## config.mk

```make
export PLATFORM = sky130hd
export DESIGN_NAME = hazard_scoreboard_flat
export DESIGN_NICKNAME = d
export VERILOG_FILES = /design/src/rtl/hazard_scoreboard_pkg.sv /design/src/rtl/hazard_scoreboard_if.sv /design/src/rtl/hazard_scoreboard_match.sv /design/src/rtl/hazard_scoreboard.sv /design/src/flat_wrapper.sv
export SDC_FILE = /design/constraint.sdc
export NUM_CORES = 1
export LEC_CHECK = 0
export BUFFER_PORTS_ARGS = -buffer_cell sky130_fd_sc_hd__buf_2
export CORE_MARGIN = 3
export CORE_UTILIZATION = 50
export CTS_CLUSTER_SIZE = 16
export DETAILED_ROUTE_END_ITERATION = 8
export PLACE_DENSITY = 0.78
export SYNTH_ARGS = -nofsm -noshare
export SYNTH_HDL_FRONTEND = slang
export SYNTH_SLANG_ARGS = --single-unit
```

## constraint.sdc

```tcl
create_clock -name clk -period 2.21 [get_ports clk]
set_input_delay 0.221 -clock clk [delete_from_list [all_inputs] [get_ports clk]]
set_output_delay 0.221 -clock clk [all_outputs]
set_load 0.005 [all_outputs]
```

## src/rtl/hazard_scoreboard_pkg.sv

```systemverilog
// ---------------------------------------------------------------------------
// hazard_pkg
// Shared types and constants for the hazard scoreboard slice.
//   entry_t     : one in-flight writer {valid, rd, regwrite, is_load}. rd is
//                 stored at RW_MAX bits so one struct serves every NREG choice;
//                 narrower register addresses are zero-extended into it.
//   FWD_REGFILE : forward-select code meaning "use the register file value".
//   DEPTH_MIN   : smallest legal number of tracked stages.
//   sel_width() : address/select width derivation, never narrower than 1 bit.
// ---------------------------------------------------------------------------
package hazard_pkg;

   localparam int FWD_REGFILE = 0;
   localparam int DEPTH_MIN   = 2;
   localparam int RW_MAX      = 16;

   typedef struct packed {
      logic              valid;
      logic [RW_MAX-1:0] rd;
      logic              regwrite;
      logic              is_load;
   } entry_t;

   // ceil(log2(n)) clamped to at least one bit so tiny configurations still get a real bus.
   function automatic int sel_width(input int n);
      int w;
      w = 1;
      while ((32'sd1 <<< w) < n) begin
         w = w + 1;
      end
      return w;
   endfunction

endpackage

```

## src/rtl/hazard_scoreboard_if.sv

```systemverilog
// ---------------------------------------------------------------------------
// hazard_scoreboard_if
// ID-stage instruction description in, stall and EX forward selects out.
//   hold                        : global pipeline freeze.
//   id_valid / id_flush         : ID holds a real instruction / it is squashed.
//   id_rs(_used), id_rt(_used)  : the two sources and whether they are read.
//   id_rd, id_regwrite          : destination and whether it is written.
//   id_is_load                  : instruction is a load.
//   stall                       : combinational load-use stall.
//   ex_fwd_a / ex_fwd_b         : registered forward selects for EX.
// Modports: master drives the instruction (pipeline side), slave is the
// scoreboard.
// ---------------------------------------------------------------------------
interface hazard_scoreboard_if #(
   parameter int RW = 4,
   parameter int FW = 2
) ();

   logic          hold;
   logic          id_valid;
   logic          id_flush;
   logic [RW-1:0] id_rs;
   logic          id_rs_used;
   logic [RW-1:0] id_rt;
   logic          id_rt_used;
   logic [RW-1:0] id_rd;
   logic          id_regwrite;
   logic          id_is_load;
   logic          stall;
   logic [FW-1:0] ex_fwd_a;
   logic [FW-1:0] ex_fwd_b;

   modport master (
      output hold, id_valid, id_flush, id_rs, id_rs_used, id_rt, id_rt_used,
             id_rd, id_regwrite, id_is_load,
      input  stall, ex_fwd_a, ex_fwd_b
   );

   modport slave (
      input  hold, id_valid, id_flush, id_rs, id_rs_used, id_rt, id_rt_used,
             id_rd, id_regwrite, id_is_load,
      output stall, ex_fwd_a, ex_fwd_b
   );

endinterface

```

## src/rtl/hazard_scoreboard_match.sv

```systemverilog
// ---------------------------------------------------------------------------
// hazard_match
// Combinational comparison of one ID source against the forwardable in-flight
// writers (entries 0..DEPTH-2; the WB entry is covered by regfile
// write-before-read and is never a forwarding source).
//   entries   : in : entries 0 (EX) .. DEPTH-2.
//   src       : in : source register address.
//   src_used  : in : the source is actually read.
//   any_match : out: some forwardable entry writes src.
//   fwd_sel   : out: k+1 of the youngest matching entry, FWD_REGFILE if none.
//   load_hit  : out: a load in entries 0..LOAD_READY-2 writes src (data not
//                    ready yet, consumer must stall).
// ---------------------------------------------------------------------------
module hazard_match
   import hazard_pkg::*;
#(
   parameter int DEPTH      = 3,
   parameter int LOAD_READY = 2,
   parameter int RW         = 4,
   parameter int FW         = 2,
   parameter bit R0_ZERO    = 1'b1
) (
   input  entry_t [DEPTH-2:0] entries,
   input  logic [RW-1:0]      src,
   input  logic               src_used,
   output logic               any_match,
   output logic [FW-1:0]      fwd_sel,
   output logic               load_hit
);

   logic             src_live_s;
   logic [DEPTH-2:0] hit_s;
   logic             unused_entry_bits_s;

   // A source only creates a hazard when it is read and is not the hardwired zero register.
   always_comb begin
      src_live_s = src_used & ~(R0_ZERO & (src == {RW{1'b0}}));
   end

   // Per-entry hit: live writer of the same register.
   always_comb begin
      hit_s = {(DEPTH-1){1'b0}};
      for (int k = 0; k < DEPTH - 1; k++) begin
         hit_s[k] = entries[k].valid & entries[k].regwrite & src_live_s &
                    (entries[k].rd == RW_MAX'(src));
      end
   end

   // Scan from oldest to youngest so the youngest hit overwrites older ones.
   always_comb begin
      any_match = 1'b0;
      fwd_sel   = FW'(FWD_REGFILE);
      for (int k = DEPTH - 2; k >= 0; k--) begin
         any_match = any_match | hit_s[k];
         fwd_sel   = hit_s[k] ? FW'(k + 1) : fwd_sel;
      end
   end

   // Loads whose data has not reached the first forwardable stage yet.
   always_comb begin
      load_hit = 1'b0;
      for (int k = 0; k < LOAD_READY - 1; k++) begin
         load_hit = load_hit | (hit_s[k] & entries[k].is_load);
      end
   end

   // is_load of entries past the load-ready point is deliberately ignored.
   always_comb begin
      unused_entry_bits_s = ^entries;
   end

endmodule

```

## src/rtl/hazard_scoreboard.sv

```systemverilog
// ---------------------------------------------------------------------------
// hazard_scoreboard
// Parametrised hazard/forwarding scoreboard beside the ID/EX latches. Tracks
// in-flight writers from EX to WB, raises a combinational load-use stall for
// the ID instruction and registers the EX operand forward selects.
//   clk, rst_n      : clock, asynchronous active-low reset.
//   sb (slave)      : ID instruction in; stall, ex_fwd_a, ex_fwd_b out.
//   perf_stall_cnt  : (HAZARD_SCOREBOARD_PERF_EN only) stalled, unheld cycles.
//   perf_fwd_cnt    : (HAZARD_SCOREBOARD_PERF_EN only) edges loading a nonzero
//                     forward select. Both counters saturate.
// Optional feature macro: HAZARD_SCOREBOARD_PERF_EN.
// Only entries 0..DEPTH-2 are stored: the WB entry is never read here because
// its write reaches the regfile before the ID read in the same cycle.
// ---------------------------------------------------------------------------
module hazard_scoreboard
   import hazard_pkg::*;
#(
   parameter int NREG       = 16,
   parameter int RW         = sel_width(NREG),
   parameter int DEPTH      = 3,
   parameter int LOAD_READY = 2,
   parameter int FW         = sel_width(DEPTH),
   parameter bit R0_ZERO    = 1'b1
) (
   input  logic                clk,
   input  logic                rst_n,
   hazard_scoreboard_if.slave  sb
`ifdef HAZARD_SCOREBOARD_PERF_EN
   ,
   output logic [31:0]         perf_stall_cnt,
   output logic [31:0]         perf_fwd_cnt
`endif
);

   entry_t [DEPTH-2:0] entries_r;
   entry_t             entry_in_s;
   logic [FW-1:0]      fwd_a_r;
   logic [FW-1:0]      fwd_b_r;
   logic [FW-1:0]      fwd_a_next_s;
   logic [FW-1:0]      fwd_b_next_s;
   logic [FW-1:0]      sel_a_s;
   logic [FW-1:0]      sel_b_s;
   logic               match_a_s;
   logic               match_b_s;
   logic               load_hit_a_s;
   logic               load_hit_b_s;
   logic               stall_s;
   logic               accept_s;

   hazard_match #(
      .DEPTH(DEPTH), .LOAD_READY(LOAD_READY), .RW(RW), .FW(FW), .R0_ZERO(R0_ZERO)
   ) u_match_rs (
      .entries  (entries_r),
      .src      (sb.id_rs),
      .src_used (sb.id_rs_used),
      .any_match(match_a_s),
      .fwd_sel  (sel_a_s),
      .load_hit (load_hit_a_s)
   );

   hazard_match #(
      .DEPTH(DEPTH), .LOAD_READY(LOAD_READY), .RW(RW), .FW(FW), .R0_ZERO(R0_ZERO)
   ) u_match_rt (
      .entries  (entries_r),
      .src      (sb.id_rt),
      .src_used (sb.id_rt_used),
      .any_match(match_b_s),
      .fwd_sel  (sel_b_s),
      .load_hit (load_hit_b_s)
   );

   // Load-use stall; a flushed or empty ID slot never stalls, and hold does not mask it.
   always_comb begin
      stall_s = 1'b0;
      if (sb.id_valid && !sb.id_flush) begin
         stall_s = load_hit_a_s | load_hit_b_s;
      end else begin
         stall_s = 1'b0;
      end
   end

   // Next EX entry and selects: a bubble carries no writer and forwards nothing.
   always_comb begin
      accept_s   = sb.id_valid & ~sb.id_flush & ~stall_s;
      entry_in_s = '0;
      if (accept_s) begin
         entry_in_s.valid    = 1'b1;
         entry_in_s.rd       = RW_MAX'(sb.id_rd);
         entry_in_s.regwrite = sb.id_regwrite;
         entry_in_s.is_load  = sb.id_is_load;
      end else begin
         entry_in_s = '0;
      end
      fwd_a_next_s = (accept_s & match_a_s) ? sel_a_s : FW'(FWD_REGFILE);
      fwd_b_next_s = (accept_s & match_b_s) ? sel_b_s : FW'(FWD_REGFILE);
   end

   // Writer shift register and forward-select registers; everything freezes on hold.
   always_ff @(posedge clk or negedge rst_n) begin
      if (!rst_n) begin
         entries_r <= '0;
         fwd_a_r   <= FW'(FWD_REGFILE);
         fwd_b_r   <= FW'(FWD_REGFILE);
      end else if (!sb.hold) begin
         entries_r[0] <= entry_in_s;
         for (int j = 1; j < DEPTH - 1; j++) begin
            entries_r[j] <= entries_r[j-1];
         end
         fwd_a_r <= fwd_a_next_s;
         fwd_b_r <= fwd_b_next_s;
      end
   end

   assign sb.stall    = stall_s;
   assign sb.ex_fwd_a = fwd_a_r;
   assign sb.ex_fwd_b = fwd_b_r;

`ifdef HAZARD_SCOREBOARD_PERF_EN
   // Saturating stall and forward event counters, frozen by hold like the rest of the state.
   always_ff @(posedge clk or negedge rst_n) begin
      if (!rst_n) begin
         perf_stall_cnt <= 32'd0;
         perf_fwd_cnt   <= 32'd0;
      end else if (!sb.hold) begin
         if (stall_s && (perf_stall_cnt != 32'hFFFF_FFFF)) begin
            perf_stall_cnt <= perf_stall_cnt + 32'd1;
         end
         if (((fwd_a_next_s != FW'(FWD_REGFILE)) || (fwd_b_next_s != FW'(FWD_REGFILE))) &&
             (perf_fwd_cnt != 32'hFFFF_FFFF)) begin
            perf_fwd_cnt <= perf_fwd_cnt + 32'd1;
         end
      end
   end
`endif

endmodule
```

## src/flat_wrapper.sv

```systemverilog
// flat-port wrapper written by rule: the top's interface ports become plain ports
module hazard_scoreboard_flat import hazard_pkg::*;
#(
   parameter int NREG       = 16,
   parameter int RW         = sel_width(NREG),
   parameter int DEPTH      = 3,
   parameter int LOAD_READY = 2,
   parameter int FW         = sel_width(DEPTH),
   parameter bit R0_ZERO    = 1'b1
)
  (clk, rst_n, sb_hold, sb_id_valid, sb_id_flush, sb_id_rs, sb_id_rs_used, sb_id_rt, sb_id_rt_used, sb_id_rd, sb_id_regwrite, sb_id_is_load, sb_stall, sb_ex_fwd_a, sb_ex_fwd_b);
  hazard_scoreboard_if #(.RW(RW), .FW(FW)) sb_i ();
  input  logic clk;
  input  logic rst_n;
  input wire logic [$bits(sb_i.hold)-1:0] sb_hold;
  input wire logic [$bits(sb_i.id_valid)-1:0] sb_id_valid;
  input wire logic [$bits(sb_i.id_flush)-1:0] sb_id_flush;
  input wire logic [$bits(sb_i.id_rs)-1:0] sb_id_rs;
  input wire logic [$bits(sb_i.id_rs_used)-1:0] sb_id_rs_used;
  input wire logic [$bits(sb_i.id_rt)-1:0] sb_id_rt;
  input wire logic [$bits(sb_i.id_rt_used)-1:0] sb_id_rt_used;
  input wire logic [$bits(sb_i.id_rd)-1:0] sb_id_rd;
  input wire logic [$bits(sb_i.id_regwrite)-1:0] sb_id_regwrite;
  input wire logic [$bits(sb_i.id_is_load)-1:0] sb_id_is_load;
  output wire logic [$bits(sb_i.stall)-1:0] sb_stall;
  output wire logic [$bits(sb_i.ex_fwd_a)-1:0] sb_ex_fwd_a;
  output wire logic [$bits(sb_i.ex_fwd_b)-1:0] sb_ex_fwd_b;
  assign sb_i.hold = sb_hold;
  assign sb_i.id_valid = sb_id_valid;
  assign sb_i.id_flush = sb_id_flush;
  assign sb_i.id_rs = sb_id_rs;
  assign sb_i.id_rs_used = sb_id_rs_used;
  assign sb_i.id_rt = sb_id_rt;
  assign sb_i.id_rt_used = sb_id_rt_used;
  assign sb_i.id_rd = sb_id_rd;
  assign sb_i.id_regwrite = sb_id_regwrite;
  assign sb_i.id_is_load = sb_id_is_load;
  assign sb_stall = sb_i.stall;
  assign sb_ex_fwd_a = sb_i.ex_fwd_a;
  assign sb_ex_fwd_b = sb_i.ex_fwd_b;
  hazard_scoreboard #(.NREG(NREG), .RW(RW), .DEPTH(DEPTH), .LOAD_READY(LOAD_READY), .FW(FW), .R0_ZERO(R0_ZERO)) u_core (.clk(clk), .rst_n(rst_n), .sb(sb_i));
endmodule
```

Yosys cells after proc, flatten, opt, wreduce, memory -nomap -nowiden --
Index checks and enable logic that the tools add are counted. W data, S select, Z words.
Operators by class: equal/unequal tests 4, muxes and demuxes 8, bitwise gates (word level) 25, reduce and logical (&&, ||, !) cells 4
Operator list (number):
- $eq A16 B4 Y1 | 4
- $mux W19 | 1
- $and A1 B1 Y1 | 18
- $mux W2 | 6
- $logic_not A4 Y1 | 2
- $not A1 Y1 | 4
- $or A1 B1 Y1 | 3
- $logic_and A1 B1 Y1 | 1
- $logic_not A1 Y1 | 1
- $mux W1 | 1
Word-level totals: register bits 41, logic and storage cells 50

Longest topological paths before layout --
Gate-level depths: netlist of run 1.
depth in word-level cells 12, gate-level depth with buffers 5, gate-level depth less buffers 4

Modules after synthesis --
A second synthesis of run 1 with hierarchy kept.
Unflattened totals: cell total of the unflattened synthesis 121, area total of the unflattened synthesis 1179.9 um2
By module, submodules not included:
- hazard_scoreboard | times used 1, cells each 65, area an instance 782.0 um2, seq. area each 450.4 um2
- hazard_match | times used 2, cells each 28, area an instance 198.9 um2, seq. area each 0.0 um2

Least setup slack after synthesis of run 1 --
Ideal clock, no wire load.
kind reg-to-output, from reg u_core.entries_r[5] (netlist name), to out sb_stall, arrival 1.482 ns, data required time 1.989 ns, slack 0.507 ns, stages on the path, launching flop included 5, path buffers 0, path through dfrtp_1 > or2_0 > o21a_1 > or4_4 > a21oi_1
Between the ends: cells in the longest elaborated chain, start to end 5
Ends and longest elaborated chain:
- start, declared | line hazard_scoreboard.sv:35 | entry_t [DEPTH-2:0] entries_r;
- start signal, assigned by index | line hazard_scoreboard.sv:107 | entries_r[j] <= entries_r[j-1];
- $eq A16 B4 Y1 | line hazard_scoreboard_match.sv:45 | (entries[k].rd == RW_MAX'(src));
- $and A1 B1 Y1 | line hazard_scoreboard_match.sv:44 | hit_s[k] = entries[k].valid & entries[k].regwrite & src_live_s &
- $and A1 B1 Y1 | line hazard_scoreboard_match.sv:63 | load_hit = load_hit | (hit_s[k] & entries[k].is_load);
- $or A1 B1 Y1 (*) | line hazard_scoreboard.sv:76 | stall_s = load_hit_a_s | load_hit_b_s;
- $mux W1 (*) | line hazard_scoreboard.sv:75 | if (sb.id_valid && !sb.id_flush) begin
- end, declared | line flat_wrapper.sv:25 | output wire logic [$bits(sb_i.stall)-1:0] sb_stall;
Every way passes the cells marked *; elsewhere a longest branch is shown, timed or not.

Final worst setup path of run 1 --
Same ends and word-level chain as after synthesis.

==> results of run 1 <==
==> path summary, 6_finish.rpt <==
kind | depth (start not counted) | end
worst max-delay path | 5 | sb_stall
worst max register to register | 5 | u_core.entries_r[5]$_DFFE_PN0N_
worst min-delay path | 2 | u_core.entries_r[1]$_DFFE_PN0N_
worst min register to register | 1 | u_core.sb.ex_fwd_b[1]$_DFFE_PN0N_
max in group asynchronous | 2 | u_core.entries_r[5]$_DFFE_PN0N_
min in group asynchronous | 2 | u_core.sb.ex_fwd_b[0]$_DFFE_PN0N_
==> cell families (layout without fill, tap and decap cells) <==
logic type             count (synthesis)  after routing  synth area share (%)
XOR/XNOR                              14             14                 13.44
AND/OR/NAND/NOR                       24             24                 15.23
AO/OA/AOI/OAI                         16             16                 16.32
buffers and inverters                  2             32                0.9593
multiplexers                           6              6                 7.407
flip-flops                            17             17                 46.64
==> flip-flops by register name, indices dropped and copies added, names as in the netlist <==
name / flops
u_core.entries_r: 13
u_core.sb.ex_fwd_a: 2
u_core.sb.ex_fwd_b: 2
==> routing by layer <==
metal / global-route usage, % / vias to the layer above / wire [um]
li1: - / 367 / -
met2: 31.67 / 47 / 999
met5: 0 / - / 0
met4: 13.74 / 0 / 76
met3: 3.374 / 9 / 166
met1: 26.63 / 386 / 933
==> area by class of cell <==
class	count	area (sq um)
clock buffer	3	22.52
clock inverter	1	5.005
fill	140	495.5
multi-input combinational	60	481.7
sequential	17	426.7
tap	24	30.03
timing repair buffer	28	150.1
==> power breakdown <==
group	internal (mW)	switching [mW]	total (mW)	leakage [nW]
Combinational	0.0551	0.0507	0.106	0.252
Sequential	0.327	0.0201	0.347	0.229
Clock	0.0676	0.102	0.170	0.0177
==> stage by stage <==
| stage | utilization, % | hold WS [ns] | setup WS (ns) | area (sq um) |
|---|---|---|---|---|
| after global routing | 69.25 | 0.1573 | -0.00001066 | 1116 |
| after detailed placement | 65.68 | 0.1594 | 0.3616 | 1059 |
| after CTS | 68.01 | 0.1504 | 0.01699 | 1096 |
| after floorplan | - | -0.07459 | 0.5074 | 912.1 |
| final | 69.25 | 0.1576 | 0.1024 | 1116 |
| after global placement | 65.68 | 0.1650 | 0.4026 | 1059 |
==> worst max-delay path: cells and delay by family, from the launching register on <==
family / cells / cell delay [ns]
flip-flops: 1 / 0.41
AND/OR/NAND/NOR: 2 / 0.76
AO/OA/AOI/OAI: 2 / 0.30
buffers and inverters: 1 / 0.12
==> repair_timing <==
item | in CTS | in global routing
hold buffers | 1 | 0
buffers inserted | 0 | 2
setup endpoints to repair | 0 | 1
hold endpoints to repair | 17 | 0
gates resized for setup | 0 | 2
==> synthesized netlist by cell type <==
master     number  area [sq um]
dfrtp_1        17         425.4
xnor2_1        10         87.58
a32o_1          8         80.08
mux2_2          6         67.56
nand2_1         5         18.77
nand3_1         4         20.02
xor2_1          4         35.03
a22o_1          3         26.28
nand4_1         2         12.51
nor4_1          2         12.51
a2111oi_0       1         8.760
a21oi_1         1         5.000
and3_1          1         6.260
buf_2           1         5.000
clkbuf_1        1         3.750
nand3b_1        1         7.510
nand4b_1        1         8.760
nor2_1          1         3.750
nor2b_1         1         6.260
nor3_1          1         5.000
nor3b_1         1         7.510
o21a_1          1         7.510
o31a_2          1         10.01
o41a_1          1         11.26
or2_0           1         6.260
or2_2           1         6.260
or3_1           1         6.260
or4_4           1         11.26
==> results.py, run 1 <==
metrics = {
    "route": {
        "first_pass_iters": 4,
        "first_iter_violations": 23,
        "finalWirelength_um": 2175,
        "drt-wirelength-per-cell_um": 16.35,
        "num_vias": 809,
        "via_per_inst": 6.083,
        "ant_nets": 0,
        "drc": 0,
    },
    "final_layout": {
        "most-common-layout-cells": "buf_2 (25), dfrtp_1 (16), xnor2_1 (10)",
        "nets": 131,
        "n_antenna_cell": 0,
        "syn_to_final_growth_pct": 22.36,
        "finalNonFillerCells": 133,
        "mostFrequentLayoutCell": "buf_2",
        "drive_gt1_share_pct": 38.53,
    },
    "sta": {
        "fmax_mhz": 474.5,
        "clock_skew_ns": 0.003168,
        "setup_viol": 0,
        "worst_slew_pin_slew_ns": 0.3844,
        "drv_slew": 0,
        "tns_ns": 0,
        "finalHoldViolations": 0,
        "period_needed_ns": 2.108,
        "relSlewSlack_pct": 73.71,
        "post-route-period-util_pct": 95.37,
    },
    "grt": {
        "grt_remaining_overflow": 0,
        "first_global_vias": 808,
        "grt_max_degree": 19,
        "antenna_found_initial": 0,
        "grt_pass1_wl_um": 3732,
        "track_usage_pct": 20.62,
    },
    "floorplan": {
        "start_util_pct": 56.60,
        "die_w_um": 48.71,
        "fp-row-count": 14,
        "die_h_um": 48.71,
        "dieArea_sq_um": 2373,
        "core_sq_um": 1612,
        "ios": 26,
    },
    "power_and_ir_drop": {
        "total_power_mw": 0.6230,
        "power_leakage_nw": 0.4981,
        "vdd_ir_drop_max_uv": 455.9,
        "power_density_nw_per_um2": 558.2,
    },
    "setup_path": {
        "worstPathRequired_ns": 1.99,
        "critPathCaptureType": "output pin",
        "r2r_start": "u_core.entries_r[5]$_DFFE_PN0N_",
        "crit_start": "u_core.entries_r[5]$_DFFE_PN0N_",
        "cp_cell_sequence": "or2_0 > o21a_1 > or4_4 > a21oi_2 > buf_2",
        "crit_arrival_ns": 1.89,
        "ff2ff_setup_slack_ns": 0.46,
        "worstPathMaxFanout": 2,
        "cpPeakStageDelay_ns": 0.54,
        "crit_slowest_cell": "or4_4",
        "path_class": "flop to output pin",
        "cp-start-kind": "flop",
    },
    "clock_network": {
        "cts_root_buf": "clkbuf_4",
        "clock_latency_ns": 0.30,
        "htree_levels": 1,
        "clk_pin_slew_ns": 0.10,
        "cts_tree": "yes",
        "numCtsBuffers": 3,
        "clock_sink_count": 17,
        "clock_path_buffers": 2,
    },
    "synthesis": {
        "yosysWarningCount": 0,
        "avgSynthCellArea_sq_um": 11.55,
        "synth_cell_type_count": 28,
        "ys_seq_area_share_pct": 46.64,
        "netlist_instances": 79,
        "synth.cell_area_sq_um": 912.1,
        "syn_nets": 100,
        "synth_seq_cells": 17,
    },
    "placement": {
        "port_buffers": 25,
        "routabilityCongestion": 0.8425,
        "dp_hpwl_um": 1607,
        "dp_cells": 126,
    },
    "run": {
        "max_cap_violations": 0,
    },
    "min_path": {
        "hp-class": "primary input to flop",
        "hp-start": "sb_id_regwrite",
    },
    "outcome": {
        "status": "complete, no violations",
    },
}
(Power assumes the default switching activity.)
==> run 2: changes to the inputs <==
- ABC_AREA: default -> 1
- CORE_UTILIZATION: 50 -> 52
- PLACE_DENSITY: 0.78 -> 0.79
==> run 2 against run 1 <==
Net effect: clock skew rose by 0.0015 ns; cell count rose by 57%; sequential share of layout area fell by 3.2 points; first-iteration DRC count rose by 30%; synthesized cell count rose by 100%; hold slack improved by 0.0028 ns; clock power fell by 6%; global-route usage fell by 0.86 points; synthesized area rose by 15%; die area rose by 9.2%; combinational power barely moved; critical path type unchanged; critical endpoint unchanged; highest routed layer unchanged.
==> results.py, run 2 <==
metrics = {
    "outcome": {
        "status": "complete, no violations",
    },
    "final_layout": {
        "finalNonFillerCells": 209,
        "mostFrequentLayoutCell": "nand2_1",
        "syn_to_final_growth_pct": 15.87,
        "largest_register_ffs": 13,
        "regMostFlops": "u_core.entries_r",
        "drive_gt1_share_pct": 17.39,
        "n_antenna_cell": 0,
        "design_area_sq_um": 1215,
        "nets": 206,
        "most-common-layout-cells": "nand2_1 (67), buf_2 (25), nor2_1 (20)",
        "fill_cells": 180,
    },
    "power_and_ir_drop": {
        "power_density_nw_per_um2": 500.0,
        "power_leakage_nw": 0.7007,
        "vdd_ir_drop_max_uv": 295.1,
    },
    "synthesis": {
        "yosysMostFrequentCell": "nand2_1",
        "synthMuxAreaShare_pct": 0,
        "synthTopCellsByArea": "dfrtp_1 (41%), nand2_1 (24%), nand3_1 (7.2%)",
        "synth_adder_area_share_pct": 0,
        "synth_xor_area_share_pct": 6.683,
        "synth_top_area_cell": "dfrtp_1",
        "synth.cell_area_sq_um": 1049,
        "synth_top_family_by_area": "simple AND/OR/NAND/NOR gates",
        "ys_top_cells_by_count": "nand2_1 (67), nor2_1 (20), dfrtp_1 (17), inv_1 (16), nand3_1 (15)",
        "avgSynthCellArea_sq_um": 6.636,
        "synthFlopType": "dfrtp_1",
        "synth_seq_cells": 17,
        "synth_edf_count": 0,
        "ys_seq_area_share_pct": 40.57,
        "synth_compound_area_share_pct": 3.699,
        "synth-simple-area-share_pct": 40.45,
        "syn_nets": 179,
        "yosysTopAreaCellShare_pct": 40.57,
        "yosysWarningCount": 0,
        "async_reset_ff_share_pct": 100.0,
        "netlist_instances": 158,
        "synth_cell_type_count": 16,
    },
    "grt": {
        "grt_max_degree": 24,
        "grt_pass1_wl_um": 3877,
        "first_global_vias": 957,
        "track_usage_pct": 19.75,
        "grt_remaining_overflow": 0,
        "antenna_found_initial": 0,
    },
    "route": {
        "finalWirelength_um": 2238,
        "first_iter_violations": 30,
        "via_per_inst": 4.952,
        "first_pass_iters": 4,
        "ant_nets": 0,
        "drt-wirelength-per-cell_um": 10.71,
        "num_vias": 1035,
        "drc": 0,
    },
    "sta": {
        "tns_ns": 0,
        "finalHoldViolations": 0,
        "relSlewSlack_pct": 57.49,
        "period_needed_ns": 1.840,
        "drv_slew": 0,
        "worst_slew_pin_slew_ns": 0.6353,
        "fmax_mhz": 543.5,
        "post-route-period-util_pct": 83.26,
        "rsz0062_at_grt": "no",
        "setup_viol": 0,
        "clock_skew_ns": 0.004621,
    },
    "clock_network": {
        "cts_resized": 0,
        "clk_pin_slew_ns": 0.09,
        "htree_levels": 1,
        "clock_latency_ns": 0.28,
        "postCtsSetupRepairBufs": 0,
        "clock_path_buffers": 2,
        "clock_sink_count": 17,
        "cts_root_buf": "clkbuf_4",
        "cts_tree": "yes",
        "numCtsBuffers": 3,
    },
    "setup_path": {
        "ff2ff_setup_slack_ns": 0.81,
        "critPathCaptureType": "output pin",
        "rr_worst_depth": 10,
        "crit_arrival_ns": 1.62,
        "cp-start-kind": "flop",
        "worstPathRequired_ns": 1.99,
        "worstPathMaxFanout": 12,
        "path_class": "flop to output pin",
    },
    "floorplan": {
        "ios": 26,
        "core_sq_um": 1821,
        "die_w_um": 50.91,
        "start_util_pct": 57.59,
        "dieArea_sq_um": 2591,
        "fp-row-count": 15,
        "die_h_um": 50.91,
    },
    "min_path": {
        "hp-class": "primary input to flop",
        "hold_path_depth": 3,
    },
    "placement": {
        "placed_area_sq_um": 1179,
        "port_buffers": 25,
        "routabilityCongestion": 0.9381,
        "dp_hpwl_um": 1771,
        "dp_cells": 204,
    },
    "run": {
        "max_cap_violations": 0,
    },
}
-- run 2: changes by cell type in the layout (fill, tap and decap cells not counted), sizes merged, moves of 3 or more --
| cell | before | now |
|---|---|---|
| a22o | 3 | 0 |
| a32o | 8 | 0 |
| inv | 0 | 17 |
| mux2 | 6 | 0 |
| nand2 | 5 | 68 |
| nand3 | 4 | 16 |
| nor2 | 1 | 20 |
| o21ai | 0 | 6 |
| xnor2 | 10 | 5 |
-- run 2: worst max-delay path: stages, from the launching register on --
cell	delay, ns
dfrtp_1	0.42
inv_1	0.10
nand2_1	0.06
nand2_1	0.09
nand2_1	0.07
nor2_1	0.09
nand2_1	0.06
nand2_1	0.07
nand2_2	0.14
nor2_1	0.12
buf_2	0.12
-- run 2: metrics by stage --
stage	worst slack [ns]	utilization, %	power, mW	hold WS (ns)
2_1_floorplan	0.8963	-	0.4074	-0.07459
6_report	0.3701	66.74	0.6075	0.1604
4_1_cts	0.3858	66.74	0.6154	0.1537
5_1_grt	0.1511	66.74	0.6531	0.1488
3_5_place_dp	0.7164	64.74	0.4525	0.1601
3_3_place_gp	0.7513	64.74	0.4488	0.1625
-- run 2: path summary, 6_finish.rpt --
check,start,to
worst min-delay path,sb_id_is_load,u_core.entries_r[0]$_DFFE_PN0N_
min in group asynchronous,rst_n,u_core.sb.ex_fwd_a[1]$_DFFE_PN0N_
worst min register to register,u_core.sb.ex_fwd_b[0]$_DFFE_PN0N_,u_core.sb.ex_fwd_b[0]$_DFFE_PN0N_
worst max register to register,u_core.entries_r[4]$_DFFE_PN0N_,u_core.entries_r[18]$_DFFE_PN0N_
max in group asynchronous,rst_n,u_core.sb.ex_fwd_b[0]$_DFFE_PN0N_
worst max-delay path,u_core.entries_r[4]$_DFFE_PN0N_,sb_stall
-- run 2: what timing repair did --
item,in CTS,in global routing
hold buffers,1,0
endpoints found under the hold margin,17,0
setup endpoints to repair,0,0
-- run 2: layout make-up --
cell class | count | area [sq um] | area share (%)
multi-input cells | 120 | 533.0 | 43.87
flip-flops and latches | 17 | 425.4 | 35.02
repair buffers | 26 | 135.1 | 11.12
inverters | 17 | 63.81 | 5.252
well taps | 25 | 31.28 | 2.575
clock buffers | 4 | 26.28 | 2.163
-- run 2: logic make-up (layout without fill, tap and decap cells) --
family | after synthesis | after routing
compound gates | 7 | 7
xor+xnor | 8 | 8
simple gates | 105 | 105
flops | 17 | 17
buf+inv | 21 | 47
-- run 2: report_power, final --
group	leakage (nW)	total, mW	switching (mW)	internal, mW
Clock	0.0150	0.160	0.0899	0.0700
Sequential	0.230	0.342	0.0151	0.326
Combinational	0.455	0.106	0.0627	0.0434
Total	0.701	0.608	0.168	0.440
-- run 2: metal layers --
layer / vias to the layer above / part of all wire [%] / GRT usage [%]
li1: 534 / - / -
met1: 471 / 47 / 25.00
met2: 28 / 46 / 32.62
met3: 2 / 5.1 / 4.082
met4: 0 / 0.94 / 8.072
met5: - / 0 / 0
==> run 3: changes to the inputs <==
- clock period: 2.21 -> 1.8 ns (I/O delays scaled with it)
==> run 3 against run 2 <==
Net effect: critical path depth is 1 lower; clock-buffer cell count stayed put; setup slack worse by 0.36 ns; cell count is 3.8% higher; total power is 28% higher; largest cell class unchanged; critical path type unchanged; first-iteration DRC count is 3.3% lower; routed wire length is 12% higher; final area is 5.8% higher.
==> results.py, run 3 (synthesis results as in run 2) <==
metrics = {
    "power_and_ir_drop": {
        "clockPowerShare_pct": 27.1,
        "comb_power_share_pct": 18.8,
        "power_density_nw_per_um2": 602.9,
        "total_power_mw": 0.7747,
        "internal-power_mw": 0.5500,
        "vdd_ir_drop_max_uv": 468.5,
        "p_seq_share_pct": 54.1,
        "switching_share_pct": 29.00,
        "p_sw_mw": 0.2247,
        "power_leakage_nw": 0.7513,
    },
    "route": {
        "drt-wirelength-per-cell_um": 11.60,
        "num_vias": 1036,
        "finalWirelength_um": 2517,
        "first_pass_iters": 4,
        "drc": 0,
        "ant_nets": 0,
        "first_iter_violations": 29,
        "via_per_inst": 4.774,
    },
    "floorplan": {
        "ios": 26,
        "fp-row-count": 15,
        "dieArea_sq_um": 2591,
        "die_w_um": 50.91,
        "core_sq_um": 1821,
        "die_h_um": 50.91,
        "start_util_pct": 57.59,
    },
    "grt": {
        "grt_remaining_overflow": 0,
        "antenna_found_initial": 0,
        "track_usage_pct": 20.26,
        "grt_pass1_wl_um": 4022,
        "first_global_vias": 993,
        "grt_max_degree": 23,
    },
    "final_layout": {
        "mostFrequentLayoutCell": "nand2_1",
        "n_antenna_cell": 0,
        "syn_to_final_growth_pct": 22.55,
        "regMostFlops": "u_core.entries_r",
        "design_area_sq_um": 1285,
        "nets": 214,
        "most-common-layout-cells": "nand2_1 (66), buf_2 (25), nor2_1 (19)",
        "finalNonFillerCells": 217,
        "largest_register_ffs": 13,
        "drive_gt1_share_pct": 22.40,
    },
    "setup_path": {
        "rr_worst_depth": 10,
        "crit_arrival_ns": 1.61,
        "critPathCaptureType": "output pin",
        "cp-start-kind": "flop",
        "worstPathMaxFanout": 8,
        "r2r_end": "u_core.entries_r[18]$_DFFE_PN0N_",
        "ff2ff_setup_slack_ns": 0.26,
        "worstPathRequired_ns": 1.62,
        "r2r_start": "u_core.entries_r[5]$_DFFE_PN0N_",
        "path_class": "flop to output pin",
    },
    "placement": {
        "port_buffers": 25,
        "dp_cells": 206,
        "dp_hpwl_um": 1837,
        "placed_area_sq_um": 1194,
        "routabilityCongestion": 0.9472,
    },
    "sta": {
        "fmax_mhz": 558.3,
        "setup_viol": 0,
        "finalHoldViolations": 0,
        "worst_slew_pin_slew_ns": 0.3857,
        "post-route-period-util_pct": 99.51,
        "drv_slew": 0,
        "period_needed_ns": 1.791,
        "clock_skew_ns": 0.003516,
        "rsz0062_at_grt": "yes",
        "relSlewSlack_pct": 74.29,
    },
    "min_path": {
        "hold_path_depth": 3,
        "hold_end": "u_core.entries_r[2]$_DFFE_PN0N_",
        "hp-start": "sb_id_rd[0]",
        "hp-class": "primary input to flop",
    },
    "clock_network": {
        "htree_levels": 1,
        "numCtsBuffers": 3,
        "clk_pin_slew_ns": 0.10,
        "clock_sink_count": 17,
        "clock_latency_ns": 0.29,
        "clock_path_buffers": 2,
        "cts_tree": "yes",
        "cts_root_buf": "clkbuf_4",
    },
    "run": {
        "max_cap_violations": 0,
    },
    "outcome": {
        "status": "complete, no violations",
    },
}
run 3: power groups by stage:
stage / Sequential (mW) / Clock (mW) / Combinational [mW]
4_1_cts: 0.419 / 0.211 / 0.135
6_report: 0.419 / 0.210 / 0.146
3_3_place_gp: 0.425 / 0 / 0.129
3_5_place_dp: 0.427 / 0 / 0.133
2_1_floorplan: 0.422 / 0 / 0.0780
5_1_grt: 0.422 / 0.234 / 0.166
run 3: how the worst max path moves through the flow:
stage,start,endpoint,slack (ns),cells past startpoint
2_1_floorplan,u_core.entries_r[4]$_DFFE_PN0N_,sb_stall,0.53,10
3_3_place_gp,u_core.entries_r[3]$_DFFE_PN0N_,sb_stall,0.40,9
3_5_place_dp,u_core.entries_r[4]$_DFFE_PN0N_,sb_stall,0.36,10
4_1_cts,u_core.entries_r[4]$_DFFE_PN0N_,sb_stall,0.03,10
5_1_grt,u_core.entries_r[4]$_DFFE_PN0N_,sb_stall,-0.1,10
6_report,u_core.entries_r[5]$_DFFE_PN0N_,sb_stall,0.009,9
run 3: layout make-up:
type                            count  area [sq um]
Fill cell                         170         535.5
Timing Repair Buffer               34         195.2
Inverter                           17         63.81
Multi-Input combinational cell    120         543.0
Tap cell                           25         31.28
Sequential cell                    17         425.4
Clock buffer                        4         26.28
run 3: timing repair:
action                     4_1_cts  5_1_grt
resized for setup                0        4
hold buffers                     1        0
buffers inserted                 0        6
setup endpoints to repair        0        1
hold endpoints to repair        17        0
run 3: per-layer routing:
metal	track usage, %	part of all wire [%]	up-vias
met5	0	0	-
met4	5.830	0.48	0
met3	4.373	4.9	2
met2	33.69	48	32
met1	26.30	46	449
li1	-	-	553
run 3: through the flow:
| step | worst slack, ns | hold WS [ns] | TNS, ns | util, % |
|---|---|---|---|---|
| 5_1_grt | -0.09968 | 0.1051 | -0.09968 | 70.58 |
| 4_1_cts | 0.02738 | 0.1093 | 0 | 67.56 |
| 6_report | 0.008802 | 0.1118 | 0 | 70.58 |
| 3_5_place_dp | 0.3639 | 0.1228 | 0 | 65.57 |
| 2_1_floorplan | 0.5273 | -0.1156 | 0 | - |
| 3_3_place_gp | 0.3991 | 0.1231 | 0 | 65.57 |
run 3: worst max-delay path, cell delays in order, from the launching register on:
cell	delay (ns)
dfrtp_1	0.41
buf_4	0.16
nand2_1	0.07
nand2_1	0.06
nor2_1	0.13
nand3_1	0.10
nand2_2	0.11
nand2_4	0.09
nor2_2	0.08
buf_2	0.11
